[src/rtl/cuckoo_hash_engine.sv]
// Two-table cuckoo hash store with a clocked insert/evict chain.
// Lookup, insert, delete and clear-all over a valid/ready request/response handshake.
module cuckoo_hash_engine #(
  parameter int KEY_W     = 8,
  parameter int ADDR_W    = 3,
  parameter int MAX_KICKS = 20,
  parameter int CNT_W     = ADDR_W + 2
) (
  input  logic              clk,
  input  logic              rst_n,
  input  logic              req_valid,
  output logic              req_ready,
  input  logic [1:0]        req_op,
  input  logic [KEY_W-1:0]  req_key,
  output logic              resp_valid,
  input  logic              resp_ready,
  output logic [1:0]        resp_status,
  output logic [KEY_W-1:0]  resp_key,
  output logic [7:0]        resp_kicks,
  output logic [CNT_W-1:0]  occupancy
);

  localparam int               DEPTH    = 1 << ADDR_W;
  localparam logic [CNT_W-1:0] OCC_MAX  = CNT_W'(2 * DEPTH);
  localparam logic [7:0]       KICK_LIM = 8'(MAX_KICKS);

  localparam logic [1:0] OP_LOOKUP = 2'b00;
  localparam logic [1:0] OP_INSERT = 2'b01;
  localparam logic [1:0] OP_DELETE = 2'b10;
  localparam logic [1:0] OP_CLEAR  = 2'b11;

  localparam logic [1:0] ST_OK   = 2'b00;
  localparam logic [1:0] ST_HIT  = 2'b01;
  localparam logic [1:0] ST_MISS = 2'b10;
  localparam logic [1:0] ST_FAIL = 2'b11;

  typedef enum logic [1:0] {S_IDLE, S_PROBE, S_KICK, S_RESP} state_t;

  function automatic logic [ADDR_W-1:0] h0(input logic [KEY_W-1:0] k);
    return k[ADDR_W-1:0];
  endfunction

  // Key bits above KEY_W read as zero via the sized cast.
  function automatic logic [ADDR_W-1:0] h1(input logic [KEY_W-1:0] k);
    logic [2*ADDR_W-1:0] kx;
    kx = (2*ADDR_W)'(k);
    return (~kx[ADDR_W-1:0]) ^ kx[2*ADDR_W-1:ADDR_W];
  endfunction

  function automatic logic [CNT_W-1:0] occ_inc(input logic [CNT_W-1:0] c);
    return (c == OCC_MAX) ? c : c + {{(CNT_W-1){1'b0}}, 1'b1};
  endfunction

  function automatic logic [CNT_W-1:0] occ_dec(input logic [CNT_W-1:0] c);
    return (c == '0) ? c : c - {{(CNT_W-1){1'b0}}, 1'b1};
  endfunction

  state_t             state_q, state_d;
  logic [1:0]         op_q, op_d, status_q, status_d;
  logic [KEY_W-1:0]   key_q, key_d, hand_q, hand_d, rkey_q, rkey_d;
  logic [7:0]         kicks_q, kicks_d;
  logic               side_q, side_d;
  logic [CNT_W-1:0]   occ_q, occ_d;
  logic [KEY_W-1:0]   t0_q [DEPTH];
  logic [KEY_W-1:0]   t0_d [DEPTH];
  logic [KEY_W-1:0]   t1_q [DEPTH];
  logic [KEY_W-1:0]   t1_d [DEPTH];

  logic [ADDR_W-1:0]  p0_s, p1_s, tgt_idx_s, nxt_idx_s;
  logic [KEY_W-1:0]   victim_s;
  logic               nxt_free_s;
  logic [7:0]         kicks_inc_s;

  assign p0_s        = h0(key_q);
  assign p1_s        = h1(key_q);
  assign tgt_idx_s   = side_q ? h1(hand_q) : h0(hand_q);
  assign victim_s    = side_q ? t1_q[tgt_idx_s] : t0_q[tgt_idx_s];
  // The evicted key always lands in the table opposite the one written this cycle.
  assign nxt_idx_s   = side_q ? h0(victim_s) : h1(victim_s);
  assign nxt_free_s  = side_q ? (t0_q[nxt_idx_s] == '0) : (t1_q[nxt_idx_s] == '0);
  assign kicks_inc_s = kicks_q + 8'd1;

  assign req_ready   = (state_q == S_IDLE);
  assign resp_valid  = (state_q == S_RESP);
  assign resp_status = status_q;
  assign resp_key    = rkey_q;
  assign resp_kicks  = kicks_q;
  assign occupancy   = occ_q;

  always_comb begin
    state_d  = state_q;
    op_d     = op_q;
    key_d    = key_q;
    hand_d   = hand_q;
    kicks_d  = kicks_q;
    side_d   = side_q;
    occ_d    = occ_q;
    status_d = status_q;
    rkey_d   = rkey_q;
    t0_d     = t0_q;
    t1_d     = t1_q;
    case (state_q)
      S_IDLE: begin
        if (req_valid) begin
          op_d    = req_op;
          key_d   = req_key;
          hand_d  = req_key;
          kicks_d = 8'd0;
          state_d = S_PROBE;
        end else begin
          state_d = S_IDLE;
        end
      end
      S_PROBE: begin
        state_d = S_RESP;
        rkey_d  = key_q;
        if (op_q == OP_CLEAR) begin
          for (int i = 0; i < DEPTH; i++) begin
            t0_d[i] = '0;
            t1_d[i] = '0;
          end
          occ_d    = '0;
          status_d = ST_OK;
        end else if (key_q == '0) begin
          status_d = ST_FAIL;
        end else begin
          case (op_q)
            OP_LOOKUP: status_d = ((t0_q[p0_s] == key_q) || (t1_q[p1_s] == key_q)) ? ST_HIT : ST_MISS;
            OP_DELETE: begin
              if (t0_q[p0_s] == key_q) begin
                t0_d[p0_s] = '0;
                occ_d      = occ_dec(occ_q);
                status_d   = ST_HIT;
              end else if (t1_q[p1_s] == key_q) begin
                t1_d[p1_s] = '0;
                occ_d      = occ_dec(occ_q);
                status_d   = ST_HIT;
              end else begin
                status_d = ST_MISS;
              end
            end
            OP_INSERT: begin
              if ((t0_q[p0_s] == key_q) || (t1_q[p1_s] == key_q)) begin
                status_d = ST_HIT;
              end else if (t0_q[p0_s] == '0) begin
                t0_d[p0_s] = key_q;
                occ_d      = occ_inc(occ_q);
                status_d   = ST_OK;
              end else if (t1_q[p1_s] == '0) begin
                t1_d[p1_s] = key_q;
                occ_d      = occ_inc(occ_q);
                status_d   = ST_OK;
              end else begin
                side_d  = 1'b0;
                state_d = S_KICK;
              end
            end
            default: status_d = ST_FAIL;
          endcase
        end
      end
      S_KICK: begin
        if (side_q) begin
          t1_d[tgt_idx_s] = hand_q;
        end else begin
          t0_d[tgt_idx_s] = hand_q;
        end
        hand_d  = victim_s;
        kicks_d = kicks_inc_s;
        side_d  = ~side_q;
        if (nxt_free_s) begin
          if (side_q) begin
            t0_d[nxt_idx_s] = victim_s;
          end else begin
            t1_d[nxt_idx_s] = victim_s;
          end
          occ_d    = occ_inc(occ_q);
          status_d = ST_OK;
          rkey_d   = key_q;
          state_d  = S_RESP;
        end else if (kicks_inc_s == KICK_LIM) begin
          status_d = ST_FAIL;
          rkey_d   = victim_s;
          state_d  = S_RESP;
        end else begin
          state_d = S_KICK;
        end
      end
      S_RESP: begin
        if (resp_ready) begin
          state_d = S_IDLE;
        end else begin
          state_d = S_RESP;
        end
      end
      default: state_d = S_IDLE;
    endcase
  end

  always_ff @(posedge clk) begin
    if (!rst_n) begin
      state_q  <= S_IDLE;
      op_q     <= 2'b00;
      key_q    <= '0;
      hand_q   <= '0;
      kicks_q  <= 8'd0;
      side_q   <= 1'b0;
      occ_q    <= '0;
      status_q <= 2'b00;
      rkey_q   <= '0;
      for (int i = 0; i < DEPTH; i++) begin
        t0_q[i] <= '0;
        t1_q[i] <= '0;
      end
    end else begin
      state_q  <= state_d;
      op_q     <= op_d;
      key_q    <= key_d;
      hand_q   <= hand_d;
      kicks_q  <= kicks_d;
      side_q   <= side_d;
      occ_q    <= occ_d;
      status_q <= status_d;
      rkey_q   <= rkey_d;
      t0_q     <= t0_d;
      t1_q     <= t1_d;
    end
  end

endmodule

[config.mk]
export PLATFORM = sky130hd
export DESIGN_NAME = cuckoo_hash_engine
export DESIGN_NICKNAME = d
export VERILOG_FILES = /design/src/rtl/cuckoo_hash_engine.sv
export SDC_FILE = /design/constraint.sdc
export NUM_CORES = 1
export LEC_CHECK = 0
export ABC_AREA = 1
export CORE_ASPECT_RATIO = 0.9
export CORE_MARGIN = 3
export CORE_UTILIZATION = 40
export DETAILED_ROUTE_END_ITERATION = 12
export PLACE_DENSITY = 0.62
export SETUP_SLACK_MARGIN = 0.02
export SLEW_MARGIN = 5
export SYNTH_ARGS = -nofsm -noshare
export SYNTH_HDL_FRONTEND = slang
export SYNTH_SLANG_ARGS = --single-unit
[constraint.sdc]
create_clock -name clk -period 2.6 [get_ports clk]
set_input_delay 0.78 -clock clk [delete_from_list [all_inputs] [get_ports clk]]
set_output_delay 0.78 -clock clk [all_outputs]
set_load 0.005 [all_outputs]
== Yosys cells after proc, flatten, opt, wreduce, memory -nomap -nowiden ==
Cells that the tools add are included.

* Bits in registers: 172
* Word-level logic and storage cells: 214

* $add $sub $neg: 3
* Order comparisons: 8
* Equal/unequal tests: 31
* Mux-type cells: 109
* Bitwise operators: 15
* Reductions and logical operators: 23

{| class="wikitable"
|+ Operators by type and width
! cell !! number
|-
| $mux 64 || 20
|-
| $pmux 64 s2 || 4
|-
| $bwmux 64 || 6
|-
| $mux 8 || 21
|-
| $bmux 8 s3 || 6
|-
| $and 64x64->64 || 2
|-
| $not 64->64 || 2
|-
| $demux 8 s3 || 4
|-
| $mux 5 || 10
|-
| $pmux 8 s2 || 3
|-
| $logic_not 8->1 || 5
|-
| $ne 4x4->1 const B || 7
|-
| $mux 2 || 11
|-
| $pmux 5 s2 || 2
|-
| $eq 8x8->1 || 2
|-
| $ge 4x4->1 const B || 4
|-
| $lt 4x1->1 const B || 4
|-
| $mux 1 || 16
|-
| $ne 2x2->1 const B || 8
|-
| $not 3->4 || 4
|-
| $reduce_and 7->1 || 2
|-
| $ne 5x5->1 const B || 2
|-
| $not 3->3 || 3
|-
| $xor 3x3->3 || 3
|-
| other kinds (25) || 38
|}

== Logic depth before layout (Yosys ltp) ==
* Depth after elaboration: 20
* Gate-level depth with buffers: 28
* Depth with buffers taken out: 25

== Worst setup path after synthesis ==
OpenSTA, ideal clock, no wires.

* Path kind: register to register
* From: reg key_q[1]
* To: reg t0_q[40] (netlist bit)
* Data arrival time: 2.661 ns
* Slack: -0.178 ns
* Stages on the path, launching flop included: 13
* Path buffers: 4
* Period minus slack after synthesis: 2.778 ns
* Path through: dfxtp_1 -> buf_6 -> nor2_2 -> nand2_2 -> buf_2 -> nor4_1 -> a31oi_2 -> buf_6 -> nand4_4 -> buf_2 -> nand2_1 -> nand2_1 -> nor2_1

* Cells in the longest elaborated chain, start to end: 12

{| class="wikitable"
|+ Ends and longest elaborated chain
! item !! line !! source
|-
| start, declared || 60 || <nowiki>logic [KEY_W-1:0] key_q, key_d, hand_q, hand_d, rkey_q, rkey_d;</nowiki>
|-
| start signal, assigned || 218 || <nowiki>key_q <= key_d;</nowiki>
|-
| $not 3->4 (implied by the code) || -- ||
|-
| $ge 4x4->1 (implied by the code) / $lt 4x1->1 (equally long branches) || 131, 146 ||
|-
| $logic_and 1x1->1 (implied by the code) || 131, 146 ||
|-
| $mux 8 (implied by the code) || 131, 146 ||
|-
| $demux 8 s3 || 131, 146 ||
|-
| $bwmux 64 / $not 64->64 (equally long branches) || -- ||
|-
| $mux 64 / $and 64x64->64 (equally long branches) || -- ||
|-
| $mux 64 (on tied branches) || 143, 130 ||
|-
| $pmux 64 s2 || 127 || <nowiki>case (op_q)</nowiki>
|-
| $mux 64 || 124 || <nowiki>end else if (key_q == '0) begin</nowiki>
|-
| $mux 64 || 117 || <nowiki>if (op_q == OP_CLEAR) begin</nowiki>
|-
| $pmux 64 s2 || 102 || <nowiki>case (state_q)</nowiki>
|-
| end signal, assigned || 225 || <nowiki>t0_q <= t0_d;</nowiki>
|-
| end, declared || 64 || <nowiki>logic [KEY_W-1:0] t0_q [DEPTH];</nowiki>
|}

Several ways; a longest one is shown, not always the timed one. The select of a mux whose other input is x is not followed.
A chain may end at the register's enable or synchronous reset.

== Worst setup path in the final report ==
* From: reg key_q[1]
* To: reg t0_q[29] (netlist bit)

Same word-level chain as after synthesis.

==> results by group <==
Run status
  – Status: complete, but fails checks
  – Failing checks: negative setup slack

Synth
  – Most frequent cell after synthesis: nand2_1
  – Syn Inst Count: between 3000 and 4000
  – Yosys top cell by area: nand2_1
  – Cell Area, Synth: 0.0172 sq mm
  – Post-synth ARST share: 0
  – Synth top area share: 0.264
  – Post-synth EDFFs: 0
  – Synth Area per Inst: 5.42 sq um
  – Ranking of synthesized cells by area: nand2_1 (26%), dfxtp_1 (20%), a21oi_1 (8.1%)
  – Post-Syn Nets: 3201
  – Synth unique cells: 54
  – Main flop type after synthesis: dfxtp_1
  – Seq cells post-synth: 172
  – Ys Warns: 0
  – Synth cell count leaders: nand2_1 (1214), nor2_1 (324), a21oi_1 (280)
  – Register area share after synthesis: 0.200

Clock tree
  – Clk_lat worst skew: 0.50 ns
  – CTS Buffer Depth: 2
  – CTS tree: done
  – TritonCTS Buffers: 17
  – CTS root buffer: clkbuf_16
  – # hold bufs at CTS: 0
  – Sink Count: 172
  – CTS clk-pin slew, worst paths: around 0.070 ns
  – H-tree depth: 4

Power and ir drop
  – Share of power burned in registers: 0.096
  – Switching power: 23.4 mW
  – Sw frac: 0.542
  – Peak supply drop: 1.43 mV
  – Clock group share of total power: 0.069
  – P_int: between 15 and 20 mW
  – Combinational share of power: 0.835
  – Lkg Pwr: between 10 and 15 nW
  – Pwr/cell area: 1570 mW/mm^2

STA
  – Final setup skew: 0.0167 ns
  – Final Hold Fails: 0
  – Final worst slack: -0.512 ns
  – Final setup viols: 150
  – Worst hold slack: 0.505 ns
  – Worst-Margin Slew: approximately 1.1 ns
  – Period utilization: 1.20
  – RSZ-0062 raised after global routing: true
  – Fin. max-slew vios: 0
  – Slew HR: 0.287
  – Tmin final: a little over 3 ns
  – Max Freq: roughly 320 MHz

Setup path
  – CP delay by family, top: simple AND/OR/NAND/NOR gates
  – WP data arrival: 3.53 ns
  – Worst path cell trace: xnor2_4 -> buf_6 -> buf_6 -> a21oi_2 -> o21ai_1 -> nand2_1 -> nand2_2 -> nand2_2 -> xor2_1 -> nand3_1 -> nor2_2 -> buf_4 -> nand2_4 -> nand3_4 -> nand2_8 -> buf_12 -> buf_12 -> nand4_4 -> buf_12 -> nand2_1 -> nand2_1 -> a21oi_1
  – Worst path required time: 3.02 ns
  – CP Max Fanout: 8
  – Critical path's slowest cell: dfxtp_4
  – CP startpoint: key_q[1]
  – Worst flop-to-flop path startpoint: key_q[1]
  – Worst Setup Start Kind: register
  – Worst setup EP type: register
  – CP peak stage delay: 0.37 ns
  – Worst Path Class, Setup: reg2reg
  – CP bufs+invs: 6

Cells and area
  – Final Util: 0.650
  – Final Cell Area: 0.0274 sq mm
  – Area Overhead vs Synth: 59.2%
  – Layout cell share with drive strength beyond 1: 0.363
  – Nets: around 3800

GRT
  – Largest net degree at the start of global routing: 78
  – Initial antenna violation count: 3
  – Total GRT Usage: 0.437
  – Grt ovf: 0
  – Global-route wire length before repair: 149 mm
  – Vias in the first global route: 23800

Flow run
  – Max-cap violations: 0

Placement
  – Post-DP HPWL: 73.4 mm
  – Placed inst area: 0.0228 sq mm
  – RePlAce Congestion: roughly 1.1
  – DP Worst Slack: -0.833 ns
  – Number of port buffers: 38

Worst hold path
  – Worst hold path type: reg2reg
  – Worst hold start: resp_kicks[7]

Route
  – Vias per cell: 5.96
  – DR iter-0 viols: 3766
  – DR vias: 25900
  – DRC viols: 0
  – Avg WL per Cell: between 20 and 25 um
  – Post-DRT Antenna Nets: 0
  – Pre-antenna DRT Iters: 7
  – WL final: 105 mm

Die
  – Die height: 203 um
  – Die area: between 0.04 and 0.05 sq mm
  – Std cell rows: about 70
  – Core Box Area: 0.0422 sq mm
  – Initial Util: 0.408
  – Die span in x: 225 um
  – I/O pins: 39
==> layout by cell type, fill, tap and decap left out, drive strengths merged <==
cell,count
a211oi,7
a21boi,3
a21oi,280
a221oi,4
a22oi,6
a31oi,2
a32oi,1
a41o,1
buf,701
bufinv,3
clkbuf,31
clkdlybuf4s50,37
clkinv,6
clkinvlp,5
dfxtp,172
diode,2
ha,7
inv,276
nand2,1229
nand3,202
nand3b,4
nand4,53
nor2,351
nor3,40
nor4,24
o2111ai,2
o211ai,4
o21a,16
o21ai,244
o21bai,6
o22ai,54
o31ai,1
o32ai,1
or2,1
xnor2,4
xor2,16
==> worst register-to-register path, delay by kind of cell (launching register included) <==
family | cells | cell delay [ns]
flops | 1 | 0.37
simple gates | 11 | 1.03
xor+xnor | 2 | 0.47
buf+inv | 6 | 0.93
compound gates | 3 | 0.24
==> flip-flops by register name, summed over array words and instances (netlist names), 5 cells and up <==
signal	cells
resp_kicks	8
key_q	8
t0_q	64
resp_key	8
occupancy	5
t1_q	64
hand_q	8
==> final timing paths <==
path / cells past startpoint / slack (ns) / end
max: 22 / -0.51 / t0_q[29]
max reg2reg: 22 / -0.51 / t0_q[29]
min reg2reg: 2 / 0.50 / resp_kicks[7]
min: 2 / 0.50 / resp_kicks[7]
==> cells by family after synthesis <==
family | Yosys count | share of synthesized area
simple gates | 1899 | 0.471
buf+inv | 450 | 0.113
xor+xnor | 20 | 0.0139
flops | 172 | 0.200
fa+ha+maj | 7 | 0.00508
compound gates | 632 | 0.198
==> timing repair <==
action	CTS	global route
setup endpoints to repair	150	151
pin swaps	82	195
gates resized for setup	397	406
gates cloned	20	10
buffers inserted	70	29
==> layout make-up <==
| type | count | area [sq um] |
|---|---|---|
| repair buffers | 748 | 7120 |
| flip-flops and latches | 172 | 3480 |
| clock buffers | 21 | 472 |
| multi-input cells | 2563 | 14400 |
| diodes | 2 | 5.00 |
| fillers | 3855 | 14800 |
| well taps | 547 | 684 |
| clock inverters | 11 | 154 |
| inverters | 279 | 1120 |
==> power groups by stage <==
stage | sequential [mW] | combinational (mW) | clock [mW]
final | 4.13 | 36.0 | 2.99
after global routing | 4.18 | 37.6 | 3.10
after CTS | 4.06 | 31.5 | 2.97
after detailed placement | 4.08 | 25.8 | 0
after global placement | 4.08 | 25.5 | 0
after floorplan | 3.98 | 13.8 | 0
==> through the flow <==
step | cells | TNS [ns] | total power [mW]
floorplan | 3180 | -7.15 | 17.8
global placement | 4194 | -82.35 | 29.6
detailed placement | 4194 | -87.09 | 29.9
CTS | 4314 | -51.59 | 38.5
global route | 4341 | -79.23 | 44.8
finish | 4343 | -63.11 | 43.2
==> metal layers <==
layer / track usage / up-vias / wire length (um)
met5: 0 / - / 9
met4: 0.229 / 2 / 6810
met3: 0.138 / 428 / 14600
met2: 0.615 / 1930 / 41800
met1: 0.594 / 12000 / 41500
li1: - / 11600 / -
Note: power is estimated with default switching activity, not from simulation.
